[src/rtl/matrix_pkg.sv]
// Shared types and constants for the LED-matrix double-buffered frame store.
package matrix_pkg;

  localparam int unsigned MATRIX_COLS = 16;
  localparam int unsigned MATRIX_ROWS = 16;
  localparam int unsigned COL_IDX_W   = 4;

  typedef logic [COL_IDX_W-1:0]   col_idx_t;
  typedef logic [MATRIX_ROWS-1:0] col_data_t;

  // Bank fill state: FILL accepts producer columns, PEND waits for a frame-end swap.
  typedef enum logic {
    ST_FILL = 1'b0,
    ST_PEND = 1'b1
  } state_e;

  // One column write: target column and its row pixels.
  typedef struct packed {
    col_idx_t  col;
    col_data_t data;
  } col_wr_t;

  localparam col_idx_t LAST_COL = col_idx_t'(MATRIX_COLS - 1);

endpackage

[src/rtl/matrix_bank.sv]
// One 16x16 column bank: synchronous write, registered read, cleared by reset.
module matrix_bank
  import matrix_pkg::*;
(
  input  logic      clk,
  input  logic      rst_n,
  input  logic      i_we,
  input  col_wr_t   i_wr,
  input  logic      i_re,
  input  col_idx_t  i_raddr,
  output col_data_t o_rdata
);

  col_data_t r_mem [MATRIX_COLS];
  col_data_t r_rdata;

  // Column storage and read register; reset blanks the whole bank.
  always_ff @(posedge clk or negedge rst_n) begin
    if (!rst_n) begin
      for (int unsigned i = 0; i < MATRIX_COLS; i++) begin
        r_mem[col_idx_t'(i)] <= '0;
      end
      r_rdata <= '0;
    end else begin
      if (i_we) begin
        r_mem[i_wr.col] <= i_wr.data;
      end
      if (i_re) begin
        r_rdata <= r_mem[i_raddr];
      end
    end
  end

  assign o_rdata = r_rdata;

endmodule

[src/rtl/matrix_frame_buf.sv]
// Double-buffered 16x16 frame store feeding the LED column scanner.
// Producer fills the back bank; banks swap only after a column-15 fetch.
// Optional column scrolling of the displayed frame: define MATRIX_SCROLL_EN.
module matrix_frame_buf
  import matrix_pkg::*;
#(
  parameter int unsigned SCROLL_FRAMES = 8
) (
  input  logic        clk,
  input  logic        rst_n,
  input  logic        wr_valid,
  output logic        wr_ready,
  input  logic [3:0]  wr_col,
  input  logic [15:0] wr_data,
  input  logic        wr_last,
  input  logic        rd_en,
  input  logic [3:0]  rd_col,
  output logic [15:0] rd_data,
  output logic        pending,
  output logic        swap_done
);

  if (SCROLL_FRAMES == 0 || SCROLL_FRAMES > 65535) begin : g_bad_cfg
    $error("SCROLL_FRAMES must be in 1..65535");
  end

  state_e    r_state;
  state_e    w_state_nxt;
  logic      r_front;
  logic      r_rd_sel;
  logic      r_swap_done;
  logic      w_wr_acc;
  logic      w_swap;
  logic      w_frame_end;
  col_idx_t  w_ofs;
  col_idx_t  w_rd_idx;
  col_wr_t   w_wr;
  col_data_t w_q0;
  col_data_t w_q1;

  assign w_frame_end = rd_en && (rd_col == LAST_COL);
  assign w_rd_idx    = rd_col + w_ofs;
  assign w_wr.col    = wr_col;
  assign w_wr.data   = wr_data;

  // Fill/pending sequencing: accept writes in FILL, swap from PEND on frame end.
  always_comb begin
    w_state_nxt = r_state;
    w_wr_acc    = 1'b0;
    w_swap      = 1'b0;
    case (r_state)
      ST_FILL: begin
        w_wr_acc = wr_valid;
        if (wr_valid && wr_last) begin
          w_state_nxt = ST_PEND;
        end
      end
      ST_PEND: begin
        if (w_frame_end) begin
          w_swap      = 1'b1;
          w_state_nxt = ST_FILL;
        end
      end
      default: w_state_nxt = ST_FILL;
    endcase
  end

  // FSM state register.
  always_ff @(posedge clk or negedge rst_n) begin
    if (!rst_n) begin
      r_state <= ST_FILL;
    end else begin
      r_state <= w_state_nxt;
    end
  end

  // Front-bank pointer, read-bank select captured per fetch, and swap pulse.
  always_ff @(posedge clk or negedge rst_n) begin
    if (!rst_n) begin
      r_front     <= 1'b0;
      r_rd_sel    <= 1'b0;
      r_swap_done <= 1'b0;
    end else begin
      r_swap_done <= w_swap;
      if (rd_en) begin
        r_rd_sel <= r_front;
      end
      if (w_swap) begin
        r_front <= ~r_front;
      end
    end
  end

`ifdef MATRIX_SCROLL_EN
  localparam logic [15:0] SCROLL_LAST = 16'(SCROLL_FRAMES - 1);

  col_idx_t    r_ofs;
  logic [15:0] r_frm_cnt;

  // Scroll one column every SCROLL_FRAMES scans; a swap realigns new content.
  always_ff @(posedge clk or negedge rst_n) begin
    if (!rst_n) begin
      r_ofs     <= '0;
      r_frm_cnt <= '0;
    end else if (w_swap) begin
      r_ofs     <= '0;
      r_frm_cnt <= '0;
    end else if (w_frame_end) begin
      if (r_frm_cnt == SCROLL_LAST) begin
        r_frm_cnt <= '0;
        r_ofs     <= r_ofs + 4'd1;
      end else begin
        r_frm_cnt <= r_frm_cnt + 16'd1;
      end
    end
  end

  assign w_ofs = r_ofs;
`else
  assign w_ofs = '0;
`endif

  // Bank 0 and bank 1; writes go to whichever is not in front.
  matrix_bank u_bank0 (
    .clk     (clk),
    .rst_n   (rst_n),
    .i_we    (w_wr_acc && r_front),
    .i_wr    (w_wr),
    .i_re    (rd_en),
    .i_raddr (w_rd_idx),
    .o_rdata (w_q0)
  );

  matrix_bank u_bank1 (
    .clk     (clk),
    .rst_n   (rst_n),
    .i_we    (w_wr_acc && !r_front),
    .i_wr    (w_wr),
    .i_re    (rd_en),
    .i_raddr (w_rd_idx),
    .o_rdata (w_q1)
  );

  // Outputs are decodes/selects of registers only.
  assign rd_data   = r_rd_sel ? w_q1 : w_q0;
  assign wr_ready  = (r_state == ST_FILL);
  assign pending   = (r_state == ST_PEND);
  assign swap_done = r_swap_done;

endmodule
[config.mk]
export PLATFORM = sky130hd
export DESIGN_NAME = matrix_frame_buf
export DESIGN_NICKNAME = d
export VERILOG_FILES = /design/src/rtl/matrix_pkg.sv /design/src/rtl/matrix_bank.sv /design/src/rtl/matrix_frame_buf.sv
export SDC_FILE = /design/constraint.sdc
export NUM_CORES = 1
export LEC_CHECK = 0
export CORE_UTILIZATION = 40
export DETAILED_ROUTE_END_ITERATION = 10
export PLACE_DENSITY = 0.61
export SETUP_SLACK_MARGIN = 0.02
export SLEW_MARGIN = 0
export SYNTH_ARGS = -nofsm -noshare
export SYNTH_HDL_FRONTEND = slang
export SYNTH_SLANG_ARGS = --single-unit
[constraint.sdc]
create_clock -name clk -period 2.24 [get_ports clk]
set_input_delay 0.56 -clock clk [delete_from_list [all_inputs] [get_ports clk]]
set_output_delay 0.56 -clock clk [all_outputs]
set_load 0.01 [all_outputs]
Word-level counts from Yosys, hierarchy flattened
Cells that the tools add are included.
Widths: inputs -> output; s select.
- flip-flop bits (word level): 548
- logic and storage cells: 69
- magnitude comparators: 3
- eq/ne operators: 1
- muxes and demuxes: 17
- bitwise gates (word level): 4
- reductions and logical operators: 6
- operators by type and width (cell ; number):
    $bwmux 256 ; 2
    $bmux 16 s4 ; 2
    $mux 16 ; 6
    $demux 16 s4 ; 1
    $ge 5x5->1 const B ; 2
    $not 4->5 ; 2
    $logic_and 1x1->1 ; 5
    $lt 5x1->1 const B ; 1
    $mux 1 ; 5
    $eq 4x4->1 const B ; 1
    $not 1->1 ; 2
    $pmux 1 s2 ; 1
    $logic_not 1->1 ; 1

Longest topological paths before layout
- depth in word-level cells: 6
- depth in mapped cells: 6
- depth with buffers taken out: 3

Modules after synthesis
A second synthesis with hierarchy kept.
- cells, all modules: 1528
- area, all modules: 24963.9 um^2
- by module, submodules not included (module ; instances ; cells an instance ; area an instance (um^2) ; seq. area each (um^2)):
    matrix_bank ; 2 ; 748 ; 12278.0 ; 6806.5
    matrix_frame_buf ; 1 ; 32 ; 407.9 ; 100.1

Worst setup path before layout
No wires, ideal clock.
- path kind: input-to-reg
- start: input wr_col[0]
- end: register u_bank0.r_mem[149] in the netlist's numbering
- library setup time: 125 ps
- arrival: 1937 ps
- data required time: 2115 ps
- setup slack: 179 ps
- stages: 6
- cell sequence: buf_4 nand2b_1 buf_2 nor3_4 buf_2 mux2_2
- longest elaborated chain between the ends: 6
- elaborated cells on any way between the ends: 7
- ends and longest elaborated chain (item ; RTL line ; text):
    from (decl) ; matrix_frame_buf.sv:13 ; input logic [3:0] wr_col,
    $not 4->5 (not written as such) (*) ; matrix_bank.sv:26 ; r_mem[i_wr.col] <= i_wr.data;
    $ge 5x5->1 (not written as such) / $lt 5x1->1 (equally long branches) ; matrix_bank.sv:26 ;
    $logic_and 1x1->1 (not written as such) ; matrix_bank.sv:26 ;
    $mux 16 (not written as such) ; matrix_bank.sv:26 ;
    $demux 16 s4 (*) ; matrix_bank.sv:26 ;
    $bwmux 256 (*) ; matrix_bank.sv:26 ;
    to (signal, indexed assignment) ; matrix_bank.sv:26 ;
    to (decl) ; matrix_bank.sv:14 ; col_data_t r_mem [MATRIX_COLS];
Mark *: on every way between the ends. The rest lies on a longest branch, timed or not.
A chain may end at the register's enable or synchronous reset.

Worst setup path in the final report
- start: register r_rd_sel
- end: output rd_data[5]
- longest elaborated chain between the ends: 1
- ends and longest elaborated chain (item ; RTL line ; text):
    from (decl) ; matrix_frame_buf.sv:30 ; logic r_rd_sel;
    from (signal assigned) ; matrix_frame_buf.sv:86 ; r_rd_sel <= r_front;
    $mux 16 ; matrix_frame_buf.sv:145 ; assign rd_data = r_rd_sel ? w_q1 : w_q0;
    to (decl) ; matrix_frame_buf.sv:18 ; output logic [15:0] rd_data,
Every way passes these cells.

==> flow_summary_export.csv <==
group,metric,value,unit
status,status,"finished, violations left",
status,violations,"setup timing",
sta,holdWs,0.2621,ns
sta,period_needed,2.337,ns
place,gp_congestion,0.7281,
floorplan,die-area,63030,um^2
place,dpl.hpwl,36820,um
floorplan,row_count,90,
clock_tree,htreeDepth,2,
logic_synthesis,ys_types,34,
sta,layout_setup_ws,-0.09664,ns
setup_path,reg2reg_setup_slack,0.25,ns
detailed_routing,totalWireLength,58660,um
sta,slew_violations,0,
setup_path,critPathLaunchType,"flop",
worst_hold_path,min_to,"u_bank1.o_rdata[0]",
place,io_buffers,47,
setup_path,critPathKind,"flop to output port",
final_layout,final_common_cell,"dfrtp_1",
worst_hold_path,hold_depth,2,
floorplan,initial_core_util,40.80,%
pwr,p_per_area,829.9,nW/um^2
clock_tree,cts.sinks,548,
detailed_routing,drc,0,
worst_hold_path,min_path_type,"primary input to flop",
global_routing,grt_pass1_vias,15070,
sta,rsz0062_at_grt,"true",
detailed_routing,first_pass_iters,5,
setup_path,crit_buf_inv,3,
global_routing,antenna_found_initial,0,
sta,slew_headroom,67.01,%
logic_synthesis,syn_area_per_cell,16.18,um^2
clock_tree,clk_path_buf_depth,3,
clock_tree,cts_buffers,59,
sta,fmaxAchievable,428.0,MHz
clock_tree,clk_transition_reported_paths,0.06,ns
worst_hold_path,hold_path_startpoint,"rd_en",
setup_path,path_cells,"buf_12, buf_6, mux2_4, buf_6",
clock_tree,root_buffer,"clkbuf_16",
sta,setup_viol,15,
setup_path,arrival,1.78,ns
place,pre_cts_ws,-0.3001,ns
floorplan,die_h,251.1,um
setup_path,critPathRequiredTime,1.68,ns
setup_path,crit_path_end_kind,"output port",
detailed_routing,routed_via_density,5.623,
flow_run,cap_violations,0,
floorplan,io_pins,48,
setup_path,slowest_delay,0.41,ns
pwr,ir_drop,0.0005487,V
global_routing,overflow,0,
setup_path,cp_slowest_cell,"dfrtp_1",
setup_path,path_delay_family,"buffers and inverters",
floorplan,die_w,251.1,um
detailed_routing,drt_iter0_drc,734,
logic_synthesis,seq_area_frac_synth,55.27,%
sta,worstMarginPinSlew,0.4938,ns
setup_path,crit_fanout,6,
final_layout,insertedDiodeCount,0,
detailed_routing,post_drt_wl_per_cell,23.75,um
detailed_routing,num_vias,13890,
final_layout,final_cell_mix,"547 x dfrtp_1, 512 x mux2_2, 128 x mux4_2",
sta,period_share,104.3,%
global_routing,grt_max_degree,85,
setup_path,crit_top_cell,"buf_6",
setup_path,reg2reg_from,"pending",
floorplan,core_area,60810,um^2
sta,finalHoldViolations,0,
logic_synthesis,syn_nets,1563,
logic_synthesis,yosys_warnings,0,
final_layout,fin_nets,1670,
global_routing,grt_pass1_wl,92850,um
logic_synthesis,netlist_area,24810,um^2
setup_path,worstRegToRegCells,6,
global_routing,grt_use_total,19.31,%
final_layout,layout-drive-gt1-share,56.64,%
pwr,leakagePower,0.01406,uW
sta,clock_skew,0.01594,ns
logic_synthesis,synthCells,1534,
setup_path,regToRegEndpoint,"u_bank1.r_mem[61]",
logic_synthesis,yosys_register_bits,548,
final_layout,areaGrowthSynthToFinish,18.83,%
detailed_routing,ant_nets,0,
final_layout,fillerInstances,5141,
clock_tree,cts_tree,"done",
clock_tree,clk_latency,0.61,ns
worst reg2reg max path, cell delays in order (launching register included):
cell and delay, ns:
dfrtp_2 0.41, buf_4 0.16, or3b_1 0.34, buf_4 0.19, nor4_4 0.21, buf_12 0.21
mux2_2 0.37
cell type report:
type	instances	area (um^2)	area share (%)
sequential	548	13710	46.51
multi-input combinational	841	10440	35.42
timing repair buffer	190	2360	8.003
clock buffer	86	1770	6.004
tap	782	978.4	3.318
clock inverter	22	215.2	0.7299
inverter	1	3.754	0.01273
per-layer routing:
layer / vias to the layer above / GRT usage (%) / part of all wire [%]
li1: 5977 / - / -
met3: 82 / 3.148 / 3.8
met4: 0 / 4.495 / 2.0
met5: - / 0 / 0
met2: 257 / 31.33 / 48
met1: 7573 / 27.26 / 46
sequential cells by signal, indices dropped and copies added (netlist names):
name / cells
pending: 1
r_front: 1
r_rd_sel: 1
swap_done: 1
u_bank0.o_rdata: 16
u_bank0.r_mem: 256
u_bank1.o_rdata: 16
u_bank1.r_mem: 256
synthesized netlist by cell type:
master	number	area share, %
a21oi_1	1	0.020
a221oi_1	32	1.1
and2_1	1	0.025
buf_1	1	0.015
buf_2	41	0.83
buf_4	23	0.70
buf_6	4	0.18
buf_8	1	0.060
clkbuf_1	74	1.1
dfrtp_1	548	55
inv_1	1	0.015
mux2_1	1	0.045
mux2_2	528	24
mux2i_1	32	1.3
mux4_2	128	12
nand2_1	1	0.015
nand2_2	2	0.050
nand2b_1	5	0.13
nand3_2	9	0.36
nand3b_2	3	0.14
nand3b_4	1	0.081
nand4_1	1	0.025
nand4_2	1	0.050
nor2_1	35	0.53
nor2_2	1	0.025
nor2b_1	4	0.10
nor3_4	14	0.92
nor3b_1	1	0.030
nor4_4	4	0.34
o22ai_1	32	0.81
or2_2	1	0.025
or3b_1	1	0.035
or4_1	1	0.030
xor2_1	1	0.035
how the worst max path moves through the flow:
stage	depth (start not counted)	slack [ns]	start	to
2_1_floorplan	6	0.18	wr_col[0]	u_bank0.r_mem[149]
3_3_place_gp	6	-0.27	wr_valid	u_bank1.r_mem[61]
3_5_place_dp	6	-0.30	wr_valid	u_bank1.r_mem[58]
4_1_cts	4	-0.12	r_rd_sel	rd_data[5]
5_1_grt	4	-0.15	r_rd_sel	rd_data[5]
6_report	4	-0.1	r_rd_sel	rd_data[5]
metrics by stage:
step                      cells  power, uW  setup TNS (ns)  cell area [um^2]  util (%)
after global routing       2470      25520          -1.958             29490     48.49
after floorplan            1534      13210               0             24810         -
after global placement     2354      14440          -93.20             27330     44.94
after CTS                  2470      24750          -1.529             29480     48.48
final                      2470      24470          -1.105             29490     48.49
after detailed placement   2354      14570         -106.99             27330     44.94
kinds of logic after synthesis:
| kind of cell | count (synthesis) | synth area share [%] |
|---|---|---|
| xor+xnor | 1 | 0.03530 |
| buf+inv | 145 | 2.915 |
| compound gates | 65 | 1.957 |
| mux | 689 | 36.92 |
| simple gates | 86 | 2.910 |
| flops | 548 | 55.27 |
what timing repair did:
action                     in CTS  in global routing
gates resized for setup       100                  2
setup endpoints to repair      18                 17
hold endpoints to repair       36                  0
buffers inserted                7                  0
hold buffers                    1                  0
power breakdown:
group | total (uW) | switching (uW) | internal, uW
Clock | 9830 | 3930 | 5900
Sequential | 11300 | 489 | 10800
Combinational | 3330 | 1430 | 1900
Total | 24500 | 5840 | 18600
No activity file was read; power rests on OpenSTA's default activity.
